## src/rtl/glitc_dac_pkg.sv

```systemverilog
// Shared constants and types for the GLITC DAC serial loader.
`timescale 1ns/1ps
package glitc_dac_pkg;

  // Register offsets within the 4-byte window (address[1:0])
  localparam logic [1:0] DAC_CMD_HI  = 2'd0;
  localparam logic [1:0] DAC_CMD_MID = 2'd1;
  localparam logic [1:0] DAC_CMD_LO  = 2'd2;
  localparam logic [1:0] DAC_CTRL    = 2'd3;

  // Control register bit positions
  localparam int GO_BIT    = 0;
  localparam int TRAIN_BIT = 1;
  localparam int OVR_BIT   = 2;

  // Length of one DAC command word
  localparam int DAC_BITS = 24;

  typedef enum logic [1:0] {
    IDLE  = 2'd0,
    LOW   = 2'd1,
    HIGH  = 2'd2,
    LATCH = 2'd3
  } dac_state_t;

endpackage

```

## src/rtl/glitc_dac_sclk_div.sv

```systemverilog
// Phase timer for the DAC serial clock: a loadable down-counter that
// flags the last cycle of each CLKDIV-long phase.
`timescale 1ns/1ps
module glitc_dac_sclk_div #(
  parameter int CLKDIV = 4
) (
  input  logic clk_i,
  input  logic rst_n_i,
  input  logic load,
  output logic tick
);

  localparam logic [7:0] RELOAD = 8'(CLKDIV - 1);

  logic [7:0] count;

  // Reload at every phase boundary, otherwise count down and park at zero
  always_ff @(posedge clk_i or negedge rst_n_i) begin
    if (!rst_n_i) begin
      count <= RELOAD;
    end else if (load) begin
      count <= RELOAD;
    end else if (count != 8'd0) begin
      count <= count - 8'd1;
    end
  end

  assign tick = (count == 8'd0);

endmodule

```

## src/rtl/glitc_dac_loader.sv

```systemverilog
// GLITCBUS register window that shifts a 24-bit command into the DAC
// chain (MSB first), pulses LATCH, captures DOUT as readback and owns
// the TRAINING_ON level.
`timescale 1ns/1ps
module glitc_dac_loader #(
  parameter logic [13:0] BASE   = 14'h0040,
  parameter int          CLKDIV = 4
) (
  input  logic        clk_i,
  input  logic        rst_n_i,
  input  logic        sel_i,
  input  logic        wr_i,
  input  logic        rd_i,
  input  logic [13:0] address_i,
  input  logic [7:0]  data_i,
  output logic [7:0]  data_o,
  output logic        ack_o,
  output logic        dac_din_o,
  output logic        dac_clk_o,
  output logic        dac_latch_o,
  input  logic        dac_dout_i,
  output logic        training_o
);

  import glitc_dac_pkg::*;

  dac_state_t            state;
  logic [DAC_BITS-1:0]   cmd;
  logic [DAC_BITS-1:0]   sh;
  logic [DAC_BITS-1:0]   rb;
  logic [4:0]            bit_cnt;
  logic                  overrun;
  logic                  tick;
  logic                  div_load;

  logic hit, is_wr, is_rd, ctrl_wr, busy, go_req, go_ok, go_rej;

  // Access decode; a combined read+write strobe is treated as a write
  always_comb begin
    hit     = sel_i & (wr_i | rd_i) & (address_i[13:2] == BASE[13:2]);
    is_wr   = hit & wr_i;
    is_rd   = hit & ~wr_i;
    ctrl_wr = is_wr & (address_i[1:0] == DAC_CTRL);
    busy    = (state != IDLE);
    go_req  = ctrl_wr & data_i[GO_BIT];
    go_ok   = go_req & ~busy;
    go_rej  = go_req & busy;
  end

  // Command byte registers; the shifter takes its own copy on go, so
  // these may be rewritten while a word is going out
  for (genvar gi = 0; gi < 3; gi++) begin : g_cmd_byte
    logic [7:0] cmd_byte;

    // Capture a write to this byte's offset
    always_ff @(posedge clk_i or negedge rst_n_i) begin
      if (!rst_n_i) begin
        cmd_byte <= 8'h00;
      end else if (is_wr && (address_i[1:0] == 2'(gi))) begin
        cmd_byte <= data_i;
      end
    end

    assign cmd[DAC_BITS-1-8*gi -: 8] = cmd_byte;
  end

  // Bus response, control register and sticky overrun flag
  always_ff @(posedge clk_i or negedge rst_n_i) begin
    if (!rst_n_i) begin
      ack_o      <= 1'b0;
      data_o     <= 8'h00;
      training_o <= 1'b0;
      overrun    <= 1'b0;
    end else begin
      ack_o <= hit;
      if (is_rd) begin
        case (address_i[1:0])
          DAC_CMD_HI:  data_o <= rb[23:16];
          DAC_CMD_MID: data_o <= rb[15:8];
          DAC_CMD_LO:  data_o <= rb[7:0];
          default:     data_o <= {5'b0, overrun, training_o, busy};
        endcase
      end
      if (ctrl_wr) begin
        training_o <= data_i[TRAIN_BIT];
      end
      // Clear applies to the old flag; a rejected go in the same write
      // still leaves the flag set
      overrun <= (overrun & ~(ctrl_wr & data_i[OVR_BIT])) | go_rej;
    end
  end

  // Phase timer restarts on every state change and is held while idle
  assign div_load = (state == IDLE) | tick;

  glitc_dac_sclk_div #(
    .CLKDIV (CLKDIV)
  ) u_div (
    .clk_i   (clk_i),
    .rst_n_i (rst_n_i),
    .load    (div_load),
    .tick    (tick)
  );

  // Serial shift sequencer with registered DAC pins
  always_ff @(posedge clk_i or negedge rst_n_i) begin
    if (!rst_n_i) begin
      state       <= IDLE;
      sh          <= '0;
      rb          <= '0;
      bit_cnt     <= 5'd0;
      dac_din_o   <= 1'b0;
      dac_clk_o   <= 1'b0;
      dac_latch_o <= 1'b0;
    end else begin
      case (state)
        IDLE: begin
          if (go_ok) begin
            sh        <= cmd;
            bit_cnt   <= 5'd0;
            dac_din_o <= cmd[DAC_BITS-1];
            dac_clk_o <= 1'b0;
            state     <= LOW;
          end
        end
        LOW: begin
          if (tick) begin
            // Rising SCLK: the DAC takes DIN, we take DOUT
            dac_clk_o <= 1'b1;
            sh        <= {sh[DAC_BITS-2:0], dac_dout_i};
            bit_cnt   <= (bit_cnt == 5'(DAC_BITS)) ? bit_cnt : bit_cnt + 5'd1;
            state     <= HIGH;
          end
        end
        HIGH: begin
          if (tick) begin
            dac_clk_o <= 1'b0;
            if (bit_cnt == 5'(DAC_BITS)) begin
              dac_din_o   <= 1'b0;
              dac_latch_o <= 1'b1;
              state       <= LATCH;
            end else begin
              dac_din_o <= sh[DAC_BITS-1];
              state     <= LOW;
            end
          end
        end
        default: begin
          if (tick) begin
            rb          <= sh;
            dac_latch_o <= 1'b0;
            state       <= IDLE;
          end
        end
      endcase
    end
  end

endmodule

```

## config.mk

```make
export PLATFORM = sky130hd
export DESIGN_NAME = glitc_dac_loader
export DESIGN_NICKNAME = d
export VERILOG_FILES = /design/src/rtl/glitc_dac_pkg.sv /design/src/rtl/glitc_dac_sclk_div.sv /design/src/rtl/glitc_dac_loader.sv
export SDC_FILE = /design/constraint.sdc
export NUM_CORES = 1
export LEC_CHECK = 0
export ABC_CLOCK_PERIOD_IN_PS = 2200
export CORE_MARGIN = 5
export CORE_UTILIZATION = 39
export CTS_CLUSTER_SIZE = 40
export DETAILED_ROUTE_END_ITERATION = 6
export GPL_TIMING_DRIVEN = 0
export MAX_ROUTING_LAYER = met4
export PLACE_DENSITY = 0.61
export RECOVER_POWER = 50
export SLEW_MARGIN = 20
export SYNTH_ARGS = -nofsm -noshare
export SYNTH_HDL_FRONTEND = slang
export SYNTH_SLANG_ARGS = --single-unit
```

## constraint.sdc

```tcl
create_clock -name clk_i -period 2.2 [get_ports clk_i]
set_input_delay 0.22 -clock clk_i [delete_from_list [all_inputs] [get_ports clk_i]]
set_output_delay 0.22 -clock clk_i [all_outputs]
set_load 0.005 [all_outputs]
```

# ---- Word level (Yosys, flattened, before mapping)
# Cells that the tools add are included.
dict set report totals {
  regBits 101
  elab_cells 96
}
dict set report classes {
  addsub 2
  eq_ne 12
  n_mux 27
  n_bitwise 18
  n_reduce_logical 22
}
# cell count
set ops {}
lappend ops {{two-way mux 24 bit} 2}
lappend ops {{one-hot mux 24 bit (2 select lines)} 1}
lappend ops {{one-hot mux 8 bit (3 select lines)} 1}
lappend ops {{two-way mux 8 bit} 2}
lappend ops {{two-way mux 5 bit} 3}
lappend ops {{== test 12 x 5 -> 1 bit, second input constant} 1}
lappend ops {{AND reduction 4 bit} 3}
lappend ops {{bitwise AND 1 bit} 10}
lappend ops {{two-way mux 2 bit} 5}
lappend ops {{!= test 2 bit, second input constant} 5}
lappend ops {{one-hot mux 5 bit (2 select lines)} 1}
lappend ops {{nonzero test 2 bit} 5}
lappend ops {{AND reduction 3 bit} 3}
lappend ops {{zero test 8 bit} 1}
lappend ops {{two-way mux 1 bit} 8}
lappend ops {{nonzero test 8 bit} 1}
lappend ops {{subtractor 8 x 1 -> 8 bit, second input constant} 1}
lappend ops {{== test 2 bit, second input constant} 3}
lappend ops {{one-hot mux 2 bit (3 select lines)} 1}
lappend ops {{adder 5 x 1 -> 5 bit, second input constant} 1}
lappend ops {{== test 5 bit, second input constant} 1}
lappend ops {{NOT 1 bit} 5}
lappend ops {{== test 2 x 1 -> 1 bit, second input constant} 2}
lappend ops {{zero test 2 bit} 2}
lappend ops {{8 further kinds} 13}

# ---- Depth between registers and ports, before layout
dict set report logic_depth {
  ltp_word 9
  depth_mapped 8
  depth_no_buf 6
}

# ---- By module
# From an unflattened synthesis, not the netlist that was laid out.
dict set report unflattened {
  hier_cells 352
  hier_area_um2 4586.9
}
# module n_inst cells_each area_per_inst_um2
set modules_own_cells {}
lappend modules_own_cells {glitc_dac_loader 1 307 4139.0}
lappend modules_own_cells {glitc_dac_sclk_div 1 45 447.9}

# ---- Least setup slack after synthesis
# No wires, ideal clock.
dict set report synth_path {
  path_type {register to register}
  start {reg u_div.count[0]}
  end {reg rb[10]}
  setup_time_ps 125
  t_arrival_ps 1864
  setup_slack_ps 211
  stages_incl_launch_ff 9
  path_buffers 2
  period_less_slack_ps 1989
  path_cell_list {dfstp_2 > inv_1 > ha_1 > nor3b_1 > and2_4 > and3_4 > buf_8 > buf_12 > mux2_4}
}
dict set report synth_between {
  elab_chain_cells 2
}
# element line
set synth_rtl {}
lappend synth_rtl {{from (decl)} glitc_dac_sclk_div.sv:15} ;# logic [7:0] count;
lappend synth_rtl {{from (signal assigned)} glitc_dac_sclk_div.sv:24} ;# count <= count - 8'd1;
lappend synth_rtl {{zero test 8 bit} glitc_dac_sclk_div.sv:28} ;# assign tick = (count == 8'd0);
lappend synth_rtl {{AND reduction 2 bit (no source line)} --}
lappend synth_rtl {{to (signal assigned)} glitc_dac_loader.sv:150} ;# rb <= sh;
lappend synth_rtl {{to (decl)} glitc_dac_loader.sv:30} ;# logic [DAC_BITS-1:0] rb;
# Every way passes these cells.
# A chain may end at the register's enable or synchronous reset.

# ---- Worst setup path in the final report
dict set report layout_path {
  start {in address_i[1]}
  end {reg g_cmd_byte[2].cmd_byte[3]}
}
dict set report layout_between {
  elab_chain_cells 2
}
# element line
set layout_rtl {}
lappend layout_rtl {{from (decl)} glitc_dac_loader.sv:14} ;# input logic [13:0] address_i,
lappend layout_rtl {{== test 2 bit} glitc_dac_loader.sv:59} ;# end else if (is_wr && (address_i[1:0] == 2'(gi))) begin
lappend layout_rtl {{logical AND 1 bit} glitc_dac_loader.sv:59}
lappend layout_rtl {{to (signal assigned)} glitc_dac_loader.sv:60} ;# cmd_byte <= data_i;
lappend layout_rtl {{to (decl)} glitc_dac_loader.sv:53} ;# logic [7:0] cmd_byte;
# Every way passes these cells.

==> results.sh <==
export IMPL_htreeDepth=3
export IMPL_port_buffers=40
export IMPL_syn_nets=372
export IMPL_dpl_instance_area_um2=5510
export IMPL_fin_tns_setup_ns=0
export IMPL_crit_path_cell_trace="clkdlybuf4s50_1, buf_1, nand4_2, mux2_2"
export IMPL_postCtsSetupRepairBufs=0
export IMPL_synth_edf_count=0
export IMPL_drc=0
export IMPL_fin_nets=425
export IMPL_async_reset_ff_share_pct=100
export IMPL_clk_latency_ns=0.35
export IMPL_synth_largest_area_cell="dfrtp_1"
export IMPL_cp_slowest_cell="clkdlybuf4s50_1"
export IMPL_drv_cap=0
export IMPL_final_cell_mix="dfrtp_1, mux2_2, mux2_4"
export IMPL_dieWidth_um=122
export IMPL_cp_required_ns=2.42
export IMPL_fmaxAchievable_mhz=481
export IMPL_area_growth_pct=19.2
export IMPL_power_density_nw_per_um2=622
export IMPL_hold_violations=0
export IMPL_finalSetupViolCount=0
export IMPL_layout_commonest_cell="dfrtp_1"
export IMPL_antenna_diode_count=0
export IMPL_fillers=1100
export IMPL_place_ws_ns=-0.261
export IMPL_max_slew_margin_rel_pct=34.2
export IMPL_status="finished clean"
export IMPL_clk_path_buf_depth=2
export IMPL_ys_warn_count=0
export IMPL_boundaryPins=41
export IMPL_utilization_pct=47.9
export IMPL_yosysTopAreaCellShare_pct=50.9
export IMPL_numCtsBuffers=9
export IMPL_core_area_um2=12100
export IMPL_rows=40
export IMPL_fin_crit_ns=2.08
export IMPL_period_share_pct=94.5
export IMPL_p_leak_nw=2.73
export IMPL_rsz0062_at_grt="false"
export IMPL_design_area_um2=5810
export IMPL_path_clk_slew_ns=0.06
export IMPL_max_slew_worst_pin_slew_ns=0.987
export IMPL_cpPeakStageDelay_ns=0.61
export IMPL_hold_path_class="reg2reg"
export IMPL_die_h_um=122
export IMPL_avgViaCountPerCell=5.04
export IMPL_synth_area_um2=4870
export IMPL_cp_start_kind="primary input"
export IMPL_synth_seq_cells=101
export IMPL_fin_worst_skew_ns=0.0129
export IMPL_overflow=0
export IMPL_gp_congestion=0.763
export IMPL_routed_wl_mm=9.67
export IMPL_cp_max_fo=10
export IMPL_vdd_drop_max_uv=310
export IMPL_grt_pass1_wl_mm=16.4
export IMPL_slew_viol_final=0
export IMPL_num_vias=2850
export IMPL_drt_iter0_drc=91
export IMPL_post_dp_hpwl_mm=7.33
export IMPL_grt_max_degree=63
export IMPL_ys_types=49
export IMPL_cts_sinks=101
export IMPL_grt_pass1_vias=3053
export IMPL_cts_root_buf="clkbuf_16"
export IMPL_syn_inst=340
export IMPL_cts_tree="yes"
export IMPL_endpoint_kind="register"
export IMPL_drive_gt1_share_pct=36.9
export IMPL_initial_core_util_pct=40.2
export IMPL_seq_area_frac_synth_pct=51.9
export IMPL_antenna_found_initial=0
export IMPL_antenna_left=0
export IMPL_wl_per_cell_um=17.1
export IMPL_syn_area_per_cell_um2=14.3
export IMPL_crit_type="in2reg"
export IMPL_ys_top_cells_by_area="dfrtp_1, mux2_2, mux2_4"
export IMPL_track_usage_pct=14.7
export IMPL_whs_ns=0.456
export IMPL_timing_final_ws_setup_ns=0.120
export IMPL_drtPass1Iterations=4
export IMPL_die_area_um2=14800
export IMPL_crit_arrival_ns=2.30
export IMPL_synth_flop_cell="dfrtp_1"
[layout make-up]
| cell class | count | area [um2] | share of cell area (%) |
|---|---|---|---|
| flip-flops and latches | 101 | 2530 | 43.6 |
| plain buffers | 11 | 124 | 2.13 |
| multi-input cells | 220 | 2190 | 37.8 |
| well taps | 168 | 210 | 3.62 |
| inverters | 8 | 30.0 | 0.517 |
| clock inverters | 4 | 55.1 | 0.948 |
| repair buffers | 42 | 417 | 7.18 |
| clock buffers | 12 | 246 | 4.24 |
[critical path, delay by kind of cell]
kind | cells | cell delay, ns
buf+inv | 2 | 1.18
simple gates | 1 | 0.48
mux | 1 | 0.41
[layer usage]
layer / GRT usage, % / share of wire [%]
met2: 23.2 / 48
met3: 3.06 / 3.8
met5: - / 0
met1: 19.0 / 46
met4: 5.25 / 1.6
[through the flow]
stage / cells / total power, mW
after global routing: 566 / 3.74
after detailed placement: 549 / 2.05
final: 566 / 3.61
after CTS: 566 / 3.65
after global placement: 548 / 2.04
after floorplan: 340 / 1.93
[synthesized netlist by cell type (2+ instances only)]
| library cell | instances |
|---|---|
| a21o_1 | 2 |
| a31oi_1 | 2 |
| and4_1 | 2 |
| buf_12 | 4 |
| clkbuf_1 | 4 |
| dfrtp_1 | 99 |
| dfstp_2 | 2 |
| ha_1 | 4 |
| inv_1 | 8 |
| mux2_1 | 2 |
| mux2_2 | 66 |
| mux2_4 | 38 |
| mux2i_1 | 5 |
| mux4_2 | 3 |
| nand2_1 | 21 |
| nand2b_1 | 3 |
| nand3_1 | 6 |
| nand4_2 | 2 |
| nand4b_1 | 3 |
| nor2_1 | 16 |
| nor2b_1 | 2 |
| nor4b_4 | 2 |
| o211ai_1 | 2 |
| o21ai_0 | 12 |
| o22ai_1 | 2 |
| o31a_1 | 2 |
| xnor2_1 | 3 |
| xor2_1 | 2 |
[report_power, final]
part	leakage [nW]	internal (mW)	total (mW)	switching (mW)
combinational	1.22	0.0630	0.138	0.0746
clock	0.143	0.920	1.60	0.683
sequential	1.37	1.86	1.87	0.00530
[sequential cells by signal (all words and copies together), names as in the netlist, 2 cells and up]
register,flops
sh,24
data_o,8
state,2
u_div.count,8
rb,24
g_cmd_byte.cmd_byte,24
bit_cnt,5
[path summary, 6_finish.rpt]
| check | startpoint | to | slack, ns | cells after the start |
|---|---|---|---|---|
| max in group asynchronous | rst_n_i | rb[10]$_DFFE_PN0P_ | 0.55 | 3 |
| worst max register to register | u_div.count[3]$_DFFE_PN0P_ | rb[21]$_DFFE_PN0P_ | 0.19 | 6 |
| worst min-delay path | u_div.count[0]$_DFFE_PN1P_ | u_div.count[0]$_DFFE_PN1P_ | 0.46 | 1 |
| worst min register to register | u_div.count[0]$_DFFE_PN1P_ | u_div.count[0]$_DFFE_PN1P_ | 0.46 | 1 |
| min in group asynchronous | rst_n_i | bit_cnt[4]$_DFFE_PN0P_ | 0.57 | 2 |
| worst max-delay path | address_i[1] | g_cmd_byte[2].cmd_byte[3]$_DFFE_PN0P_ | 0.12 | 4 |
[cell families after synthesis]
kind of cell	after synthesis	share of synthesized area [%]
buffers and inverters	19	3.11
muxes	114	29.8
and+or+nand+nor	71	9.68
xor gates and xnor gates	5	0.899
adders and majority gates	4	1.03
DFF	101	51.9
AOI/OAI and AO/OA	26	3.49
[what timing repair did]
item                                    CTS  global route
hold buffers                              1             0
endpoints found under the setup margin   38            20
gates resized for setup                   1             4
hold endpoints to repair                 39             0
No activity file was read; power rests on OpenSTA's default activity.
